==> src/rtl/kamus_muldiv_ctrl.sv <==
// RV32M multi-cycle multiply/divide sequencer beside the execute stage.
// Optional single-cycle multiplier: define KAMUS_MULDIV_FAST_MUL_EN.
module kamus_muldiv_ctrl #(
    parameter int XLEN = 32
) (
    input  logic            clk_i,
    input  logic            rst_i,
    input  logic            start_i,
    input  logic [2:0]      op_i,
    input  logic [XLEN-1:0] rs1_i,
    input  logic [XLEN-1:0] rs2_i,
    input  logic [4:0]      rd_addr_i,
    input  logic            flush_i,
    output logic            stall_o,
    output logic            busy_o,
    output logic            done_o,
    output logic [XLEN-1:0] result_o,
    output logic [4:0]      rd_addr_o
);

    localparam logic [2:0] OP_MUL    = 3'd0;
    localparam logic [2:0] OP_MULH   = 3'd1;
    localparam logic [2:0] OP_MULHSU = 3'd2;
    localparam logic [2:0] OP_MULHU  = 3'd3;
    localparam logic [2:0] OP_DIV    = 3'd4;
    localparam logic [2:0] OP_DIVU   = 3'd5;
    localparam logic [2:0] OP_REM    = 3'd6;

    typedef enum logic [1:0] {IDLE, CALC, SIGN, DONE} state_e;

    state_e              state_q, state_d;
    logic [2:0]          op_q, op_d;
    logic [4:0]          rd_q, rd_d;
    logic                neg_a_q, neg_a_d, neg_b_q, neg_b_d;
    logic [XLEN-1:0]     a_q, a_d, b_q, b_d;
    logic [2*XLEN-1:0]   acc_q, acc_d;
    logic [4:0]          cnt_q, cnt_d;
    logic [XLEN-1:0]     result_q, result_d;
    logic                done_q, done_d, busy_q, busy_d;

    logic                accept, signed_a_in, signed_b_in, neg_a_in, neg_b_in;
    logic                div_zero, div_ovf, special_in, fast_mul_in;
    logic [XLEN-1:0]     special_res, fast_res, sign_res;
    logic [XLEN:0]       mul_sum, rem_sh;
    logic [XLEN+1:0]     div_diff;
    logic                prod_neg;
    logic [2*XLEN-1:0]   prod;
    logic [XLEN-1:0]     quo, rem;

    assign accept      = (state_q == IDLE) && start_i && !flush_i;
    assign signed_a_in = (op_i == OP_MULH) || (op_i == OP_MULHSU) || (op_i == OP_DIV) || (op_i == OP_REM);
    assign signed_b_in = (op_i == OP_MULH) || (op_i == OP_DIV) || (op_i == OP_REM);
    assign neg_a_in    = signed_a_in && rs1_i[XLEN-1];
    assign neg_b_in    = signed_b_in && rs2_i[XLEN-1];

    // Divide corner cases bypass the iteration and load the result at accept.
    assign div_zero    = op_i[2] && (rs2_i == {XLEN{1'b0}});
    assign div_ovf     = op_i[2] && !op_i[0] && (rs1_i == {1'b1, {(XLEN-1){1'b0}}})
                         && (rs2_i == {XLEN{1'b1}});
    assign special_in  = div_zero || div_ovf;
    assign special_res = div_zero ? (op_i[1] ? rs1_i : {XLEN{1'b1}})
                                  : (op_i[1] ? {XLEN{1'b0}} : {1'b1, {(XLEN-1){1'b0}}});

`ifdef KAMUS_MULDIV_FAST_MUL_EN
    logic [2*XLEN-1:0] fast_a, fast_b, fast_prod;
    assign fast_a      = {{XLEN{neg_a_in}}, rs1_i};
    assign fast_b      = {{XLEN{neg_b_in}}, rs2_i};
    assign fast_prod   = fast_a * fast_b;
    assign fast_mul_in = !op_i[2];
    assign fast_res    = (op_i == OP_MUL) ? fast_prod[XLEN-1:0] : fast_prod[2*XLEN-1:XLEN];
`else
    assign fast_mul_in = 1'b0;
    assign fast_res    = {XLEN{1'b0}};
`endif

    // Shift-add multiply retires one multiplier bit (b_q[0]) per cycle from the top half.
    assign mul_sum  = {1'b0, acc_q[2*XLEN-1:XLEN]} + {1'b0, (b_q[0] ? a_q : {XLEN{1'b0}})};
    assign rem_sh   = {acc_q[2*XLEN-1:XLEN], a_q[XLEN-1]};
    assign div_diff = {1'b0, rem_sh} - {2'b00, b_q};

    assign prod_neg = neg_a_q ^ neg_b_q;
    assign prod     = prod_neg ? ({(2*XLEN){1'b0}} - acc_q) : acc_q;
    assign quo      = prod_neg ? ({XLEN{1'b0}} - acc_q[XLEN-1:0]) : acc_q[XLEN-1:0];
    assign rem      = neg_a_q ? ({XLEN{1'b0}} - acc_q[2*XLEN-1:XLEN]) : acc_q[2*XLEN-1:XLEN];

    always_comb begin
        case (op_q)
            OP_MUL:                        sign_res = prod[XLEN-1:0];
            OP_MULH, OP_MULHSU, OP_MULHU:  sign_res = prod[2*XLEN-1:XLEN];
            OP_DIV, OP_DIVU:               sign_res = quo;
            default:                       sign_res = rem;
        endcase
    end

    always_ff @(posedge clk_i or posedge rst_i) begin
        if (rst_i) begin
            state_q  <= IDLE;
            op_q     <= 3'd0;
            rd_q     <= 5'd0;
            neg_a_q  <= 1'b0;
            neg_b_q  <= 1'b0;
            a_q      <= '0;
            b_q      <= '0;
            acc_q    <= '0;
            cnt_q    <= 5'd0;
            result_q <= '0;
            done_q   <= 1'b0;
            busy_q   <= 1'b0;
        end else begin
            state_q  <= state_d;
            op_q     <= op_d;
            rd_q     <= rd_d;
            neg_a_q  <= neg_a_d;
            neg_b_q  <= neg_b_d;
            a_q      <= a_d;
            b_q      <= b_d;
            acc_q    <= acc_d;
            cnt_q    <= cnt_d;
            result_q <= result_d;
            done_q   <= done_d;
            busy_q   <= busy_d;
        end
    end

    always_comb begin
        state_d = state_q;
        if (flush_i) begin
            state_d = IDLE;
        end else begin
            case (state_q)
                IDLE:    if (start_i) state_d = (special_in || fast_mul_in) ? DONE : CALC;
                CALC:    if (cnt_q == 5'd31) state_d = SIGN;
                SIGN:    state_d = DONE;
                default: state_d = IDLE;
            endcase
        end
    end

    always_comb begin
        op_d     = op_q;
        rd_d     = rd_q;
        neg_a_d  = neg_a_q;
        neg_b_d  = neg_b_q;
        a_d      = a_q;
        b_d      = b_q;
        acc_d    = acc_q;
        cnt_d    = cnt_q;
        result_d = result_q;
        case (state_q)
            IDLE: begin
                if (accept) begin
                    op_d    = op_i;
                    rd_d    = rd_addr_i;
                    neg_a_d = neg_a_in;
                    neg_b_d = neg_b_in;
                    a_d     = neg_a_in ? ({XLEN{1'b0}} - rs1_i) : rs1_i;
                    b_d     = neg_b_in ? ({XLEN{1'b0}} - rs2_i) : rs2_i;
                    acc_d   = '0;
                    cnt_d   = 5'd0;
                    if (special_in)       result_d = special_res;
                    else if (fast_mul_in) result_d = fast_res;
                end
            end
            CALC: begin
                cnt_d = cnt_q + 5'd1;
                if (op_q[2]) begin
                    // Restoring divide: dividend bits stream out of a_q's MSB, quotient fills acc low half.
                    a_d = {a_q[XLEN-2:0], 1'b0};
                    if (!div_diff[XLEN+1])
                        acc_d = {div_diff[XLEN-1:0], acc_q[XLEN-2:0], 1'b1};
                    else
                        acc_d = {rem_sh[XLEN-1:0], acc_q[XLEN-2:0], 1'b0};
                end else begin
                    b_d   = {1'b0, b_q[XLEN-1:1]};
                    acc_d = {mul_sum, acc_q[XLEN-1:1]};
                end
            end
            SIGN: begin
                if (!flush_i) result_d = sign_res;
            end
            default: ;
        endcase
    end

    always_comb begin
        done_d  = (state_d == DONE);
        busy_d  = (state_d == CALC) || (state_d == SIGN);
        stall_o = accept || (state_q == CALC) || (state_q == SIGN);
    end

    assign busy_o    = busy_q;
    assign done_o    = done_q;
    assign result_o  = result_q;
    assign rd_addr_o = rd_q;

endmodule

==> config.mk <==
export PLATFORM = sky130hd
export DESIGN_NAME = kamus_muldiv_ctrl
export DESIGN_NICKNAME = d
export VERILOG_FILES = /design/src/rtl/kamus_muldiv_ctrl.sv
export SDC_FILE = /design/constraint.sdc
export NUM_CORES = 1
export LEC_CHECK = 0
export BUFFER_PORTS_ARGS = -buffer_cell sky130_fd_sc_hd__buf_2
export CAP_MARGIN = 10
export CORE_ASPECT_RATIO = 0.7
export CORE_MARGIN = 10
export CORE_UTILIZATION = 50
export CTS_BUF_LIST = sky130_fd_sc_hd__clkbuf_16
export CTS_CLUSTER_DIAMETER = 60
export CTS_CLUSTER_SIZE = 16
export DETAILED_ROUTE_END_ITERATION = 8
export GPL_TIMING_DRIVEN = 0
export PLACE_DENSITY = 0.68
export SYNTH_ARGS = -nofsm -noshare
export SYNTH_HDL_FRONTEND = slang
export SYNTH_SLANG_ARGS = --single-unit
==> constraint.sdc <==
create_clock -name clk_i -period 11.93 [get_ports clk_i]
set_input_delay 2.9825 -clock clk_i [delete_from_list [all_inputs] [get_ports clk_i]]
set_output_delay 2.9825 -clock clk_i [all_outputs]
set_load 0.05 [all_outputs]
==> flow_summary_export.csv <==
group,metric,value,unit
layout,syn_to_final_growth,11.1,%
routing,wl_per_cell,25.1,um
pwr,peakVddDrop,0.127,mV
layout,ff_latch_area,0.00448,sq mm
critical_path,arrival,5.04,ns
floorplan,dieArea,0.0394,sq mm
clock_network,cts_made_buffers,17,
synthesis,yosys.area.top_type,"dfrtp_1",
timing,finalHoldViolCount,0,
timing,max_freq,125,MHz
critical_path,worstSetupEndpointType,"primary output",
synthesis,yosysSeqAreaShare,0.282,
layout,layout-drive-gt1-share,0.0898,
floorplan,die_h,169,um
grt,track_usage,0.327,
timing,fin_crit_sh,0.673,
synthesis,synthCells,2057,
synthesis,syn_avg_cell_area,7.71,sq um
clock_network,numClockSinks,179,
floorplan,dieWidth,233,um
timing,setup_viol,0,
timing,fin_crit,8.02,ns
routing,via_count,17000,
layout,final_cell_mix,"o21ai_0, nand2_1, dfrtp_1",
routing,drt-total-wl,65800,um
timing,finalHoldWorstSlack,0.478,ns
timing,finalClockSkew,0.00930,ns
place,hpwl,52700,um
synthesis,ys_top_cells_by_area,"dfrtp_1, o21ai_0, ha_1",
clock_network,cts-resized-gates,0,
synthesis,synthFlopType,"dfrtp_1",
place,post-place-ws,3.99,ns
clock_network,clockRootBuffer,"clkbuf_16",
layout,instances_no_fill,2628,
floorplan,core.rowCount,54,
timing,relSlewSlack,0.157,
timing,tns,0,ns
timing,fin_ws,3.91,ns
floorplan,start_util,0.508,
layout,final_common_cell,"o21ai_0",
clock_network,clk_pin_slew_worst_paths,0.08,ns
place,port_buffers,115,
timing,grt_setup_unrepaired,"no",
clock_network,holdBufCountCts,0,
status,status,"complete, no violations",
grt,antenna_found_initial,3,
synthesis,synth_seq_cells,179,
synthesis,ys_types,80,
flow_run,cap_violations,0,
routing,ant_nets,0,
place,place_congestion,1.06,
routing,dr.pass1.iters,6,
synthesis,synthesis.nets,2208,
clock_network,post_cts_buffers,0,
routing,via_per_inst,6.46,
grt,grt_pass1_vias,15500,
hold_path,min_path_type,"reg2reg",
pwr,power,4.00,mW
clock_network,htreeDepth,4,
clock_network,insertion_delay,0.47,ns
layout,nFillCells,3052,
critical_path,startpoint_type,"input port",
synthesis,synth-edff-count,0,
clock_network,cts_tree,"built",
pwr,leakagePower,7.64,nW
clock_network,cts_buffer_depth,2,
critical_path,crit_fanout,10,
synthesis,ys_warn_count,0,
place,placed_cells,2594,
floorplan,boundaryPins,116,
routing,drc,0,
floorplan,fp.coreArea,0.0312,sq mm
layout,fin_nets,2344,
layout,multi_input_area,0.0105,sq mm
synthesis,async_flop_share,1.00,
critical_path,crit_required,8.95,ns
routing,drt_iter0_markers,2297,
synthesis,netlist.area_leader.share,0.282,
timing,slew_violations,0,
critical_path,path_class,"in2out",
grt,grt_max_degree,94,
pwr,power.density,227,mW/mm^2
synthesis,synth_area,0.0159,sq mm
timing,tightest_slew,1.26,ns
grt,grt_overflow,0,
grt,grt_pass1_wl,97700,um
cells in the mapped netlist (all sizes together) (14+ instances only):
| cell | n |
|---|---|
| a211oi | 21 |
| a21o | 28 |
| a21oi | 171 |
| a222oi | 14 |
| a22oi | 17 |
| a31oi | 36 |
| and2 | 37 |
| buf | 25 |
| clkbuf | 118 |
| dfrtp | 179 |
| ha | 73 |
| inv | 82 |
| mux2i | 68 |
| nand2 | 216 |
| nand2b | 25 |
| nand3 | 47 |
| nand4 | 23 |
| nor2 | 177 |
| nor2b | 25 |
| nor3 | 35 |
| nor4 | 23 |
| o21ai | 230 |
| o22ai | 18 |
| o31ai | 19 |
| or3 | 21 |
| xnor2 | 101 |
| xor2 | 80 |
registers in the layout, summed over array words and instances, names as in the netlist, 2 cells and up:
register   flops
acc_q         64
a_q           32
b_q           32
result_o      32
cnt_q          5
rd_addr_o      5
op_q           3
state_q        2
cell type report:
type / instances / area share
timing repair buffer: 117 / 0.0347
inverter: 82 / 0.0179
tap: 420 / 0.0298
multi-input combinational: 1653 / 0.598
antenna: 2 / 0.000284
clock buffer: 17 / 0.0242
clock inverter: 15 / 0.00909
buffer: 143 / 0.0319
sequential: 179 / 0.254
power breakdown:
group | leakage [nW] | total (mW) | switching [mW] | internal, mW
sequential | 2.33 | 0.917 | 0.186 | 0.731
combinational | 5.02 | 2.49 | 1.60 | 0.886
clock | 0.288 | 0.590 | 0.309 | 0.281
total | 7.64 | 4.00 | 2.10 | 1.90
cells by family after synthesis:
family                   count (synthesis)  share of synthesized area
flip-flops                             179                      0.282
adder cells (fa/ha/maj)                 75                     0.0601
XOR/XNOR                               181                      0.100
AO/OA/AOI/OAI                          657                      0.254
multiplexers                            73                     0.0465
AND/OR/NAND/NOR                        667                      0.203
buffers and inverters                  225                     0.0548
worst max-delay path: stages:
cell      delay, ns
buf_2          0.12
nor4b_2        0.19
buf_4          0.20
nor2_1         0.33
clkbuf_1       0.74
nand2_1        0.20
buf_2          0.27
stage by stage:
step	area, sq um	util
3_5_place_dp	17000	0.545
6_report	17600	0.564
3_3_place_gp	17000	0.543
2_1_floorplan	15900	-
5_1_grt	17600	0.564
4_1_cts	17600	0.564
routing by layer:
metal  track usage  up-vias  share of wire  routed length (um)
met5             0        -              0                   0
met1         0.494     8252           0.46               30600
met4        0.0709        0          0.019                1230
met2         0.419      979           0.38               24700
li1              -     7652              -                   -
met3         0.126       97           0.14                9280
final timing paths:
check	start	to	slack (ns)	cells after the start
max	start_i	stall_o	3.91	7
min	result_o[17]	result_o[17]	0.48	2
min in group asynchronous	rst_i	b_q[10]	2.62	2
max reg2reg	b_q[0]	acc_q[63]	6.96	15
min reg2reg	result_o[17]	result_o[17]	0.48	2
max in group asynchronous	rst_i	result_o[10]	8.35	3
No activity file was read; power rests on OpenSTA's default activity.
